$ cat config.mk
export PLATFORM = sky130hd
export DESIGN_NAME = video_timing_gen_flat
export DESIGN_NICKNAME = d
export VERILOG_FILES = /design/src/rtl/video_timing_gen_if.sv /design/src/rtl/video_timing_gen.sv /design/src/flat_wrapper.sv
export SDC_FILE = /design/constraint.sdc
export NUM_CORES = 1
export LEC_CHECK = 0
export ABC_AREA = 1
export CORE_MARGIN = 3
export CORE_UTILIZATION = 31
export DETAILED_ROUTE_END_ITERATION = 7
export PLACE_DENSITY_LB_ADDON = 0.15
export SLEW_MARGIN = 20
export SYNTH_ARGS = -nofsm -noshare
export SYNTH_HDL_FRONTEND = slang
export SYNTH_SLANG_ARGS = --single-unit
export TNS_END_PERCENT = 20
$ cat constraint.sdc
create_clock -name clk_i -period 2.05 [get_ports clk_i]
set_clock_uncertainty 0.05 [all_clocks]
set_input_delay 0.41 -clock clk_i [delete_from_list [all_inputs] [get_ports clk_i]]
set_output_delay 0.41 -clock clk_i [all_outputs]
set_load 0.05 [all_outputs]
$ cat src/rtl/video_timing_gen_if.sv
// Raster timing bundle: advance enable from the sink side, timing and
// coordinate outputs from the generator side.
interface video_timing_gen_if #(
  parameter int unsigned CNT_W = 11
);
  logic             en_i;
  logic             de_o;
  logic             hs_o;
  logic             vs_o;
  logic [CNT_W-1:0] x_o;
  logic [CNT_W-1:0] y_o;
  logic             sof_o;
  logic             eol_o;
  logic             pix_o;

  // Generator side
  modport master (
    input  en_i,
    output de_o, hs_o, vs_o, x_o, y_o, sof_o, eol_o, pix_o
  );

  // Consumer side (encoders / bench)
  modport slave (
    output en_i,
    input  de_o, hs_o, vs_o, x_o, y_o, sof_o, eol_o, pix_o
  );
endinterface

$ cat src/rtl/video_timing_gen.sv
// Raster timing generator: h/v counter pair plus registered de/hsync/vsync,
// coordinates, frame/line pulses and a 1-bit checkerboard pixel. All outputs
// are decoded from the current counters and registered, so they trail the
// counters by one enabled cycle.
module video_timing_gen #(
  parameter int unsigned H_ACTIVE = 640,
  parameter int unsigned H_FP     = 16,
  parameter int unsigned H_SYNC   = 96,
  parameter int unsigned H_BP     = 48,
  parameter int unsigned V_ACTIVE = 480,
  parameter int unsigned V_FP     = 10,
  parameter int unsigned V_SYNC   = 2,
  parameter int unsigned V_BP     = 33,
  parameter bit          HS_POL   = 1'b0,
  parameter bit          VS_POL   = 1'b0,
  parameter int unsigned CNT_W    = 11
) (
  input  logic                clk_i,
  input  logic                rst_i,
  video_timing_gen_if.master  vid
);

  localparam int unsigned H_TOTAL = H_ACTIVE + H_FP + H_SYNC + H_BP;
  localparam int unsigned V_TOTAL = V_ACTIVE + V_FP + V_SYNC + V_BP;

  localparam logic [CNT_W-1:0] ONE      = CNT_W'(1);
  localparam logic [CNT_W-1:0] H_LAST   = CNT_W'(H_TOTAL - 1);
  localparam logic [CNT_W-1:0] V_LAST   = CNT_W'(V_TOTAL - 1);
  localparam logic [CNT_W-1:0] H_ACT    = CNT_W'(H_ACTIVE);
  localparam logic [CNT_W-1:0] V_ACT    = CNT_W'(V_ACTIVE);
  localparam logic [CNT_W-1:0] HS_START = CNT_W'(H_ACTIVE + H_FP);
  localparam logic [CNT_W-1:0] HS_END   = CNT_W'(H_ACTIVE + H_FP + H_SYNC);
  localparam logic [CNT_W-1:0] VS_START = CNT_W'(V_ACTIVE + V_FP);
  localparam logic [CNT_W-1:0] VS_END   = CNT_W'(V_ACTIVE + V_FP + V_SYNC);

  logic [CNT_W-1:0] h_q, h_d;
  logic [CNT_W-1:0] v_q, v_d;

  logic             de_q,  de_d;
  logic             hs_q,  hs_d;
  logic             vs_q,  vs_d;
  logic [CNT_W-1:0] x_q;
  logic [CNT_W-1:0] y_q;
  logic             sof_q, sof_d;
  logic             eol_q, eol_d;
  logic             pix_q, pix_d;

  logic hs_act;
  logic vs_act;

  // Counter advance: h wraps at end of line, v steps on each h wrap and
  // wraps at end of frame.
  always_comb begin
    h_d = h_q + ONE;
    v_d = v_q;
    if (h_q == H_LAST) begin
      h_d = '0;
      if (v_q == V_LAST) begin
        v_d = '0;
      end else begin
        v_d = v_q + ONE;
      end
    end
  end

  // Output decode from the current counter position. vsync depends on v only,
  // so it can change level only where v changes, i.e. at line start.
  always_comb begin
    de_d   = (h_q < H_ACT) && (v_q < V_ACT);
    hs_act = (h_q >= HS_START) && (h_q < HS_END);
    vs_act = (v_q >= VS_START) && (v_q < VS_END);
    hs_d   = HS_POL ? hs_act : ~hs_act;
    vs_d   = VS_POL ? vs_act : ~vs_act;
    sof_d  = (h_q == '0) && (v_q == '0);
    eol_d  = (h_q == H_LAST);
    pix_d  = de_d & (h_q[4] ^ v_q[4]);
  end

  // Counters and registered outputs; en_i low freezes everything, reset wins.
  always_ff @(posedge clk_i) begin
    if (rst_i) begin
      h_q   <= '0;
      v_q   <= '0;
      de_q  <= 1'b0;
      hs_q  <= ~HS_POL;
      vs_q  <= ~VS_POL;
      x_q   <= '0;
      y_q   <= '0;
      sof_q <= 1'b0;
      eol_q <= 1'b0;
      pix_q <= 1'b0;
    end else if (vid.en_i) begin
      h_q   <= h_d;
      v_q   <= v_d;
      de_q  <= de_d;
      hs_q  <= hs_d;
      vs_q  <= vs_d;
      x_q   <= h_q;
      y_q   <= v_q;
      sof_q <= sof_d;
      eol_q <= eol_d;
      pix_q <= pix_d;
    end
  end

  assign vid.de_o  = de_q;
  assign vid.hs_o  = hs_q;
  assign vid.vs_o  = vs_q;
  assign vid.x_o   = x_q;
  assign vid.y_o   = y_q;
  assign vid.sof_o = sof_q;
  assign vid.eol_o = eol_q;
  assign vid.pix_o = pix_q;

endmodule
$ cat src/flat_wrapper.sv
// flat-port wrapper written by rule: the top's interface ports become plain ports
module video_timing_gen_flat 
#(
  parameter int unsigned H_ACTIVE = 640,
  parameter int unsigned H_FP     = 16,
  parameter int unsigned H_SYNC   = 96,
  parameter int unsigned H_BP     = 48,
  parameter int unsigned V_ACTIVE = 480,
  parameter int unsigned V_FP     = 10,
  parameter int unsigned V_SYNC   = 2,
  parameter int unsigned V_BP     = 33,
  parameter bit          HS_POL   = 1'b0,
  parameter bit          VS_POL   = 1'b0,
  parameter int unsigned CNT_W    = 11
)
  (clk_i, rst_i, vid_en_i, vid_de_o, vid_hs_o, vid_vs_o, vid_x_o, vid_y_o, vid_sof_o, vid_eol_o, vid_pix_o);
  video_timing_gen_if #(.CNT_W(CNT_W)) vid_i ();
  input  logic clk_i;
  input  logic rst_i;
  input wire logic [$bits(vid_i.en_i)-1:0] vid_en_i;
  output wire logic [$bits(vid_i.de_o)-1:0] vid_de_o;
  output wire logic [$bits(vid_i.hs_o)-1:0] vid_hs_o;
  output wire logic [$bits(vid_i.vs_o)-1:0] vid_vs_o;
  output wire logic [$bits(vid_i.x_o)-1:0] vid_x_o;
  output wire logic [$bits(vid_i.y_o)-1:0] vid_y_o;
  output wire logic [$bits(vid_i.sof_o)-1:0] vid_sof_o;
  output wire logic [$bits(vid_i.eol_o)-1:0] vid_eol_o;
  output wire logic [$bits(vid_i.pix_o)-1:0] vid_pix_o;
  assign vid_i.en_i = vid_en_i;
  assign vid_de_o = vid_i.de_o;
  assign vid_hs_o = vid_i.hs_o;
  assign vid_vs_o = vid_i.vs_o;
  assign vid_x_o = vid_i.x_o;
  assign vid_y_o = vid_i.y_o;
  assign vid_sof_o = vid_i.sof_o;
  assign vid_eol_o = vid_i.eol_o;
  assign vid_pix_o = vid_i.pix_o;
  video_timing_gen #(.H_ACTIVE(H_ACTIVE), .H_FP(H_FP), .H_SYNC(H_SYNC), .H_BP(H_BP), .V_ACTIVE(V_ACTIVE), .V_FP(V_FP), .V_SYNC(V_SYNC), .V_BP(V_BP), .HS_POL(HS_POL), .VS_POL(VS_POL), .CNT_W(CNT_W)) u_core (.clk_i(clk_i), .rst_i(rst_i), .vid(vid_i));
endmodule
# ---- Word level (Yosys, flattened, before mapping)
# Cells that the tools add are included.
dict set report op_classes {
  reduce_logical 7
  n_eq_ne 2
  add_sub_neg 2
  mux 2
  n_bitwise 4
  order_cmp 6
}
# op n
set ops {}
lappend ops {{11-bit by 1-bit adder with 11-bit output, second input constant} 2}
lappend ops {{11-bit by 10-bit equality test with 1-bit output, second input constant} 2}
lappend ops {{11-bit logical NOT} 2}
lappend ops {{11-bit by 10-bit less-than comparator with 1-bit output, second input constant} 2}
lappend ops {{11-bit by 9-bit less-than comparator with 1-bit output, second input constant} 2}
lappend ops {{11-bit 2-to-1 mux} 2}
lappend ops {{11-bit by 10-bit >= comparator with 1-bit output, second input constant} 1}
lappend ops {{11-bit by 9-bit >= comparator with 1-bit output, second input constant} 1}
lappend ops {{1-bit logical AND} 4}
lappend ops {{1-bit inverter} 2}
lappend ops {{2-bit AND reduction} 1}
lappend ops {{1-bit AND} 1}
lappend ops {{1-bit XOR} 1}
dict set report totals {
  in_bits 3
  elab_cells 33
  out_inout_bits 28
  reg_bits 50
}

# ---- Longest topological paths before layout
# Gate-level depths: netlist of run 1.
dict set report depth {
  word_depth 3
  mapped_depth 9
  ltp_nobuf 9
}

# ---- Worst setup path before layout of run 1
# OpenSTA, ideal clock, no wires.
dict set report synth_path {
  path_kind {flip-flop to flip-flop}
  start {register u_core.h_q[0]}
  end {register u_core.v_q[3]}
  setup_slack_ps 673
  n_path_buf 0
  synth_period_minus_slack_ps 1377
  stages_incl_launch_ff 9
  required_ps 1891
  setup_ps 109
  arrival_time_ps 1218
  path_cell_list {dfxtp_1 -> ha_1 -> nand3_2 -> nor2_4 -> nand3_4 -> nand2_4 -> o21ai_1 -> nand2_1 -> inv_1}
}
dict set report synth_between {
  elab_chain_cells 2
}
# item line_no
set synth_rtl {}
lappend synth_rtl {{start: declaration} video_timing_gen.sv:36} ;# logic [CNT_W-1:0] h_q, h_d;
lappend synth_rtl {{start signal: assignment} video_timing_gen.sv:82} ;# h_q <= '0;
lappend synth_rtl {{start signal: assignment} video_timing_gen.sv:93} ;# h_q <= h_d;
lappend synth_rtl {{11-bit by 10-bit equality test with 1-bit output} video_timing_gen.sv:56} ;# if (h_q == H_LAST) begin
lappend synth_rtl {{2-bit AND reduction (no line)} n/a}
lappend synth_rtl {{end signal: assignment} video_timing_gen.sv:94} ;# v_q <= v_d;
lappend synth_rtl {{end: declaration} video_timing_gen.sv:37} ;# logic [CNT_W-1:0] v_q, v_d;
# Every way passes these cells.
# A chain may end at the register's enable or synchronous reset.

# ---- Worst setup path after layout of run 1
dict set report layout_path {
  start {register u_core.x_q[2] (netlist: u_core.vid.x_o[2])}
  end {output port vid_x_o[2]}
}
# item line_no
set layout_rtl {}
lappend layout_rtl {{start: declaration} video_timing_gen.sv:42} ;# logic [CNT_W-1:0] x_q;
lappend layout_rtl {{start signal: assignment} video_timing_gen.sv:98} ;# x_q <= h_q;
lappend layout_rtl {{end: declaration} flat_wrapper.sv:24} ;# output wire logic [$bits(vid_i.x_o)-1:0] vid_x_o;
# No word-level cell between the ends.

==> run summary, run 1 <==
The overall track demand over capacity in global routing is 14.6%. After routing, the total negative slack on setup checks comes to 0 ns. The number of synthesized flops with an enable pin was 0. The tools report the maximum clock insertion buffer count as 2. The type of element launching the critical path is a flop.

Of all nets on the critical path, the largest fanout is 2. The via count of the first global-routing pass came out at 2117. Post-CTS clock slew at the launch and capture registers of the worst setup and hold paths: 0.09 ns.

The synthesized netlist net count came out at 336. The worst hold path belongs to the class flop to flop. Internal reg-to-reg setup slack: 0.44 ns. The count of port buffers added during placement was 30; the total number of yosys warnings was 0. Once the floorplan was initialized, standard cells occupied 32.4% of the core.

Setup repair after global routing left no endpoint under its margin. The non-filler instance count after layout came out at 465. The flow ran to the end, and the final reports show no timing, DRC or antenna violations. The number of remaining DRC errors came out at 0. Family of cells with the greatest summed delay on the critical path: buffers and inverters. Summed over all cells, the static leakage comes to 1.15 nW. The placeable core region was 7330 sq um; the number of buffers inserted by post-CTS setup repair was 0. Data on the critical path is required at its endpoint by 1.59 ns. The initial antenna violation count is 0, and the area fraction in and, or, nand and nor cells after synthesis is 30.3%. The measured slew at the worst slew-check pin is 0.506 ns, and the worst slew margin relative to its limit is 66.2%. Cell taking the most area after synthesis: sky130_fd_sc_hd__dfxtp_1. Summed over all layers, the routed wires come to 6020 um. The number of clock buffers added by TritonCTS is 5.

The number of synthesized register bits is 50, and the total number of vias is 2146. The synthesized netlist devotes 2.95% of its cell area to XOR and XNOR gates. For the first-pass GRT wire length, the log shows 10200 um.

The netlist uses 29 different library cells. The later pin in the worst-skew pair is clocked with a latency of 0.30 ns. Count of boundary I/O pins: 31. After synthesis the cells add up to 2370 sq um. The post-DP HPWL came out at 4650 um. Gates resized during post-CTS repair numbered 0. Walking the worst path, the cells encountered are clkdlybuf4s50_1. The run gives 0.890 as the weighted congestion at the end of routability-driven global placement. Measured against the total synthesized area, the mux share comes to 0%.

The tools report the critical hold path startpoint as u_core.vid.x_o[5]$_SDFFE_PP0P_. For this run, asynchronously set or reset flops after synthesis account for 0%. The dominant synthesized flop cell was sky130_fd_sc_hd__dfxtp_1.

Power spread over the standard cell area amounts to 647 nW/um^2. Dividing the final minimum period by the clock period gives 93.9%. For the residual antenna-violating net count after detailed routing, the log shows 0. The vertical extent of the die is 93.5 um, and the remaining global-route overflow is 0. On the worst path, the slowest cell contributes a delay of 0.81 ns. Endpoint kind of the worst setup timing path: an output port.

The worst path buffer plus inverter count was 1. Among all stages on the critical path, the largest delay is contributed by sky130_fd_sc_hd__clkdlybuf4s50_1. Entering global routing, the biggest net connects 23 pins. The hold violation count in the final report is 0, and the depth of the CTS H-tree is 2. The top cell types in the final layout, fill and taps aside, are 63 x sky130_fd_sc_hd__nand2_1, 50 x sky130_fd_sc_hd__dfxtp_1, 41 x sky130_fd_sc_hd__nor2_1. The most common cell after layout, fill and taps aside is sky130_fd_sc_hd__nand2_1. In the synthesized netlist, the number of instances is 329. Summing the sequential cell areas from Yosys gives 42.1% of the chip area.

Share of the synthesized area in the top cell type: 42.1%. After detailed routing, the average wire length per cell comes to 13.0 um. The run gives 90 as the detailed router's first-iteration violation count. The clock period could shrink to 1.93 ns. The area fraction in compound gates after synthesis was 14.0%.

The tools report the clock net sink count as 50. Number of cells on the worst reg-to-reg path: 8. Across the VDD grid, the largest voltage drop is 0.207 mV. TritonCTS built the clock tree.

The most critical setup path has its startpoint at u_core.vid.x_o[2]$_SDFFE_PP0P_. The post-cts hold buffer count is 0. The worst flop-to-flop path startpoint is u_core.h_q[1]$_SDFFE_PP0P_. The worst setup path is of the flop to output port kind. The mean cell area of the mapped netlist is 7.22 sq um. The worst register-to-register path ends at u_core.v_q[8]$_SDFFE_PP0P_. CTS root buffer: sky130_fd_sc_hd__clkbuf_8. The run gives 0 as the number of slew-limit violations in the final report.

The tightest hold path in the finished design has a slack of 0.414 ns. In the final layout, the share of cells above drive strength 1 is 11.2%. The cell count of the worst hold path is 2, and the adder and majority gate portion of the synthesized area is 2.11%. The run gives 457 as the total placed cells including tap cells.

The floorplan die area was 8750 sq um; the arrival time at the worst endpoint was 1.47 ns. After floorplanning, the core was divided into 31 placement rows. Static timing analysis puts the maximum clock frequency at 0.519 GHz. In the routed layout, each cell is associated on average with a via count of 4.62. Ranked by total cell area, the synthesized netlist is headed by sky130_fd_sc_hd__dfxtp_1 42%, sky130_fd_sc_hd__nand2_1 10%, sky130_fd_sc_hd__a21oi_1 7.0%, sky130_fd_sc_hd__nor2_1 6.5%, sky130_fd_sc_hd__inv_1 5.5%. The tools report the number of nets in the finished design as 372. Setup violations remaining at the end of the flow were counted as 0.

The die extent in x came out at 93.5 um. For the number of max-capacitance violations reported, the log shows 0. Number of optimization iterations in the first detailed-route pass: 4. The path with the worst hold slack has its endpoint at u_core.vid.x_o[5]$_SDFFE_PP0P_.

The number of antenna diodes in the final layout is 0. After synthesis, the largest family of logic cells by area is simple AND/OR/NAND/NOR gates. From synthesis to final layout, the design area changed by 23.2%.
[cell usage after synthesis, types with 5 or more instances]
cell type                 number
sky130_fd_sc_hd__nor3_1        7
sky130_fd_sc_hd__nand4_1       5
sky130_fd_sc_hd__nand2_1      63
sky130_fd_sc_hd__dfxtp_1      50
sky130_fd_sc_hd__inv_1        35
sky130_fd_sc_hd__a21oi_1      33
sky130_fd_sc_hd__buf_2         5
sky130_fd_sc_hd__inv_2         5
sky130_fd_sc_hd__nand2_2       5
sky130_fd_sc_hd__nand3_1      21
sky130_fd_sc_hd__nor2_1       41
sky130_fd_sc_hd__xor2_1        8
sky130_fd_sc_hd__o21ai_0      20
[where the power goes]
part / internal, mW / leakage, nW / switching, mW / total, mW
Clock: 0.310 / 0.0544 / 0.335 / 0.645
Combinational: 0.0787 / 0.691 / 0.158 / 0.236
Sequential: 0.998 / 0.407 / 0.0142 / 1.01
Total: 1.39 / 1.15 / 0.507 / 1.89
[layer usage]
| metal | track usage [%] | routed length, um | vias to the layer above |
|---|---|---|---|
| met2 | 26.0 | 2990 | 29 |
| met3 | 2.90 | 185 | 4 |
| met4 | 2.81 | 42 | 0 |
| met1 | 18.3 | 2800 | 986 |
| li1 | - | - | 1127 |
| met5 | 0 | 0 | - |
[kinds of logic after synthesis]
kind of cell	Yosys count
adder cells (fa/ha/maj)	4
XOR/XNOR	8
buffers and inverters	51
AND/OR/NAND/NOR	155
AO/OA/AOI/OAI	61
flip-flops	50
[worst reg2reg max path, cell delays in order (launching register included)]
cell	delay, ns
sky130_fd_sc_hd__dfxtp_1	0.40
sky130_fd_sc_hd__ha_1	0.21
sky130_fd_sc_hd__nand3_2	0.17
sky130_fd_sc_hd__nor2_4	0.19
sky130_fd_sc_hd__nand3_4	0.17
sky130_fd_sc_hd__nand2_4	0.16
sky130_fd_sc_hd__nand2_4	0.07
sky130_fd_sc_hd__nand2_1	0.06
sky130_fd_sc_hd__nor2_1	0.04
[how the worst max path moves through the flow]
stage	slack (ns)	endpoint	cells after the start
floorplan	0.67	u_core.v_q[3]$_SDFFE_PP0P_	8
global placement	0.10	u_core.vid.pix_o$_SDFFE_PP0P_	6
detailed placement	0.10	u_core.vid.pix_o$_SDFFE_PP0P_	6
CTS	0.11	vid_x_o[2]	1
global route	0.07	vid_x_o[2]	1
finish	0.12	vid_x_o[2]	1
[final cells by class]
class,instances,area (sq um)
fillers,763,4400
well taps,99,124
clock inverters,1,8.76
multi-input cells,228,1170
flip-flops and latches,50,1000
clock buffers,7,96.3
repair buffers,40,375
inverters,40,150
[sequential cells by signal, summed over array words and instances (netlist names)]
signal / cells
u_core.h_q: 11
u_core.v_q: 11
u_core.vid.de_o: 1
u_core.vid.eol_o: 1
u_core.vid.hs_o: 1
u_core.vid.pix_o: 1
u_core.vid.sof_o: 1
u_core.vid.vs_o: 1
u_core.vid.x_o: 11
u_core.vid.y_o: 11
[stage by stage]
step                area, sq um  worst slack (ns)  total power [mW]  utilization, %
detailed placement         2820             0.100              1.27            38.5
CTS                        2930             0.113              1.93            39.9
global placement           2820             0.101              1.27            38.5
floorplan                  2370             0.673              1.19               -
global route               2930            0.0731              1.99            39.9
finish                     2930             0.124              1.89            39.9
Note: power is estimated with default switching activity, not from simulation.
==> run 2: changes to the inputs <==
Settings changed: ABC_CLOCK_PERIOD_IN_PS set to 2050.
==> results of run 2 <==
No change in the layout: final DEF, timing and power equal those of run 1.
==> run 3: changes to the inputs <==
Settings changed: ABC_CLOCK_PERIOD_IN_PS 2050 to not set, REMOVE_ABC_BUFFERS set to 1.
==> run summary, run 3 (synthesis gave the netlist of run 1 again) <==
The run finished with clean final reports. In this run, post-CTS repair resized a total of 0 instances. In this run, CTS created clock tree buffers numbering 5. Worst hold-check path type: flop to flop. The largest single stage delay on the critical path is 0.81 ns.

The logs give 6180 um for the post-detailed-routing wire length and 0.418 ns for the hold slack. The effective utilization at floorplan came out at 32.4%. The non-filler instance count after layout was 462; the cell count of the worst hold path was 2. The start-to-end type of the worst setup path was flop to output port. After detailed routing, the number of vias per cell comes to 4.64.

The pin count of the biggest net entering global routing was 26. For this run, design rule violations remaining after detail routing come to 0. Measured against its own limit, the worst slew margin works out to 66.1%. The vertical extent of the die was 93.5 um; the fraction of final layout cells with drive strength greater than 1 was 10.5%. The kind of cell with the highest combined delay along the critical path is buffers and inverters. The logs give 0 for the final antenna diode count and 31 for the number of standard-cell rows in the floorplan. The smallest clock period supported by the final layout is computed as 1.95 ns. Clock net sink count: 50.

For the pin with the worst max-slew slack, the measured transition is 0.506 ns. TritonCTS built the clock tree. After detailed routing, the average wire length per cell comes to 13.4 um. The area added between synthesis and finish came out at 21.9%. For the worst-skew pair, the clock arrives at the later sink with an insertion delay of 0.31 ns. The number of gates on the worst path with buffers counted came out at 1. The logs give 54.4% for the sequential power share and 0 ns for the summed negative setup slack over all endpoints. Cell internal power was estimated by the tool at 1.34 mW. The total number of vias came out at 2142. The slowest stage of the critical path is the sky130_fd_sc_hd__clkdlybuf4s50_1 cell.

The worst hold path begins at u_core.vid.x_o[0]$_SDFFE_PP0P_. The combinational power share is 12.3%, and the arrival time at the worst endpoint is 1.49 ns. The hold violation count in the final report came out at 0. The top cell types in the final layout, fill and taps aside, are 63 x sky130_fd_sc_hd__nand2_1, 50 x sky130_fd_sc_hd__dfxtp_1, 41 x sky130_fd_sc_hd__nor2_1.

The library cell used most frequently in the layout, excluding fill and tap cells, is sky130_fd_sc_hd__nand2_1. In this run the power spent charging and discharging nets is 0.521 mW. Counting cells, the worst reg-to-reg path comes to 8. The maximum fanout count along the critical path was 2; the leakage power of the design was 1.13 nW.

In this run, placement finished with an instance count of 454. The net count of the finished layout is 369. Traced cell by cell, the critical path runs through clkdlybuf4s50_1.

The die extent in x is 93.5 um, and the peak clock frequency supported by timing is 0.512 GHz. After clock tree synthesis, the clock-pin slew on the worst setup and hold paths is 0.10 ns. The weighted congestion at the end of routability-driven global placement was 0.857; the share of the clock period used by the worst path was 95.3%.

In this run, post-CTS hold repair placed 0 buffers. The worst setup path is captured at an output port. The power per unit of standard cell area works out to 644 nW/um^2. The run gives 33.3% as the clock share of power. The core region is 7330 sq um. The detailed router's first-iteration violation count was 98; the overall track demand over capacity in global routing was 15.5%. The first-pass GRT wire length was 10600 um; the initial antenna violation count was 0. Net switching is 27.9% of the power. The floorplan step defined a die boundary enclosing 8750 sq um. The count of boundary I/O pins was 31; the maximum clock insertion buffer count was 2. The count of port buffers added during placement was 30; the final core utilization was 39.5%. Setup violations remaining at the end of the flow were counted as 0. The number of optimization iterations in the first detailed-route pass is 4, and the residual antenna-violating net count after detailed routing is 0. STA classifies the critical path startpoint as a flop. The depth of the CTS H-tree came out at 2. Setup repair after global routing left no endpoint under its margin. The CTS root buffer is sky130_fd_sc_hd__clkbuf_8.

Number of slew-limit violations in the final report: 0. Summed over all nets, the half-perimeter wirelength after detailed placement is 4480 um. The number of max-capacitance violations reported is 0.

Source of the critical timing path: u_core.vid.sof_o$_SDFFE_PP0P_. The worst path buffer plus inverter count works out to 1. Required time at the endpoint of the critical path: 1.59 ns.

The run gives 0 as the remaining global-route overflow. The worst flop-to-flop path startpoint is u_core.h_q[0]$_SDFFE_PP0P_. Buffers added to address setup during post-CTS repair amount to 0. VDD sags by at most 0.305 mV. The tools report the via count of the first global-routing pass as 2141.
## run 3: cell types whose count changed in the layout (fill, tap and decap cells not counted)
cell                         before  now
sky130_fd_sc_hd__clkbuf_8         7    6
sky130_fd_sc_hd__clkinvlp_4       0    1
sky130_fd_sc_hd__buf_4           10    7
sky130_fd_sc_hd__clkinv_2         0    1
sky130_fd_sc_hd__clkinv_4         1    0
## run 3: final cells by class
cell class / count / area, sq um
fillers: 777 / 4440
multi-input cells: 228 / 1170
flip-flops and latches: 50 / 1000
repair buffers: 37 / 353
inverters: 40 / 150
well taps: 99 / 124
clock buffers: 6 / 82.6
clock inverters: 2 / 12.5
## run 3: through the flow
stage                     power, mW  area (sq um)  setup slack (ns)
after floorplan                1.17          2320             0.668
after global placement         1.27          2800            0.0505
after detailed placement       1.27          2800            0.0630
after CTS                      1.89          2890            0.0692
after global routing           1.96          2890            0.0325
final                          1.86          2890            0.0956
## run 3: metal layers
layer	vias up	global-route usage, %	share of wire, %
li1	1130	-	-
met1	966	22.1	52
met2	36	23.1	43
met3	10	3.06	3.2
met4	0	5.13	1.8
met5	-	0	0
## run 3: power by group through the flow
stage	Clock [mW]	Sequential, mW	Combinational, mW
floorplan	0	1.12	0.0515
global placement	0	1.04	0.230
detailed placement	0	1.04	0.231
CTS	0.643	1.01	0.232
global route	0.689	1.02	0.249
finish	0.621	1.01	0.230
## run 3: final timing paths
path                                                        to  slack (ns)
worst max-delay path                                 vid_sof_o         0.1
worst max register to register      u_core.v_q[8]$_SDFFE_PP0P_        0.39
worst min-delay path            u_core.vid.x_o[0]$_SDFFE_PP0P_        0.42
worst min register to register  u_core.vid.x_o[0]$_SDFFE_PP0P_        0.42
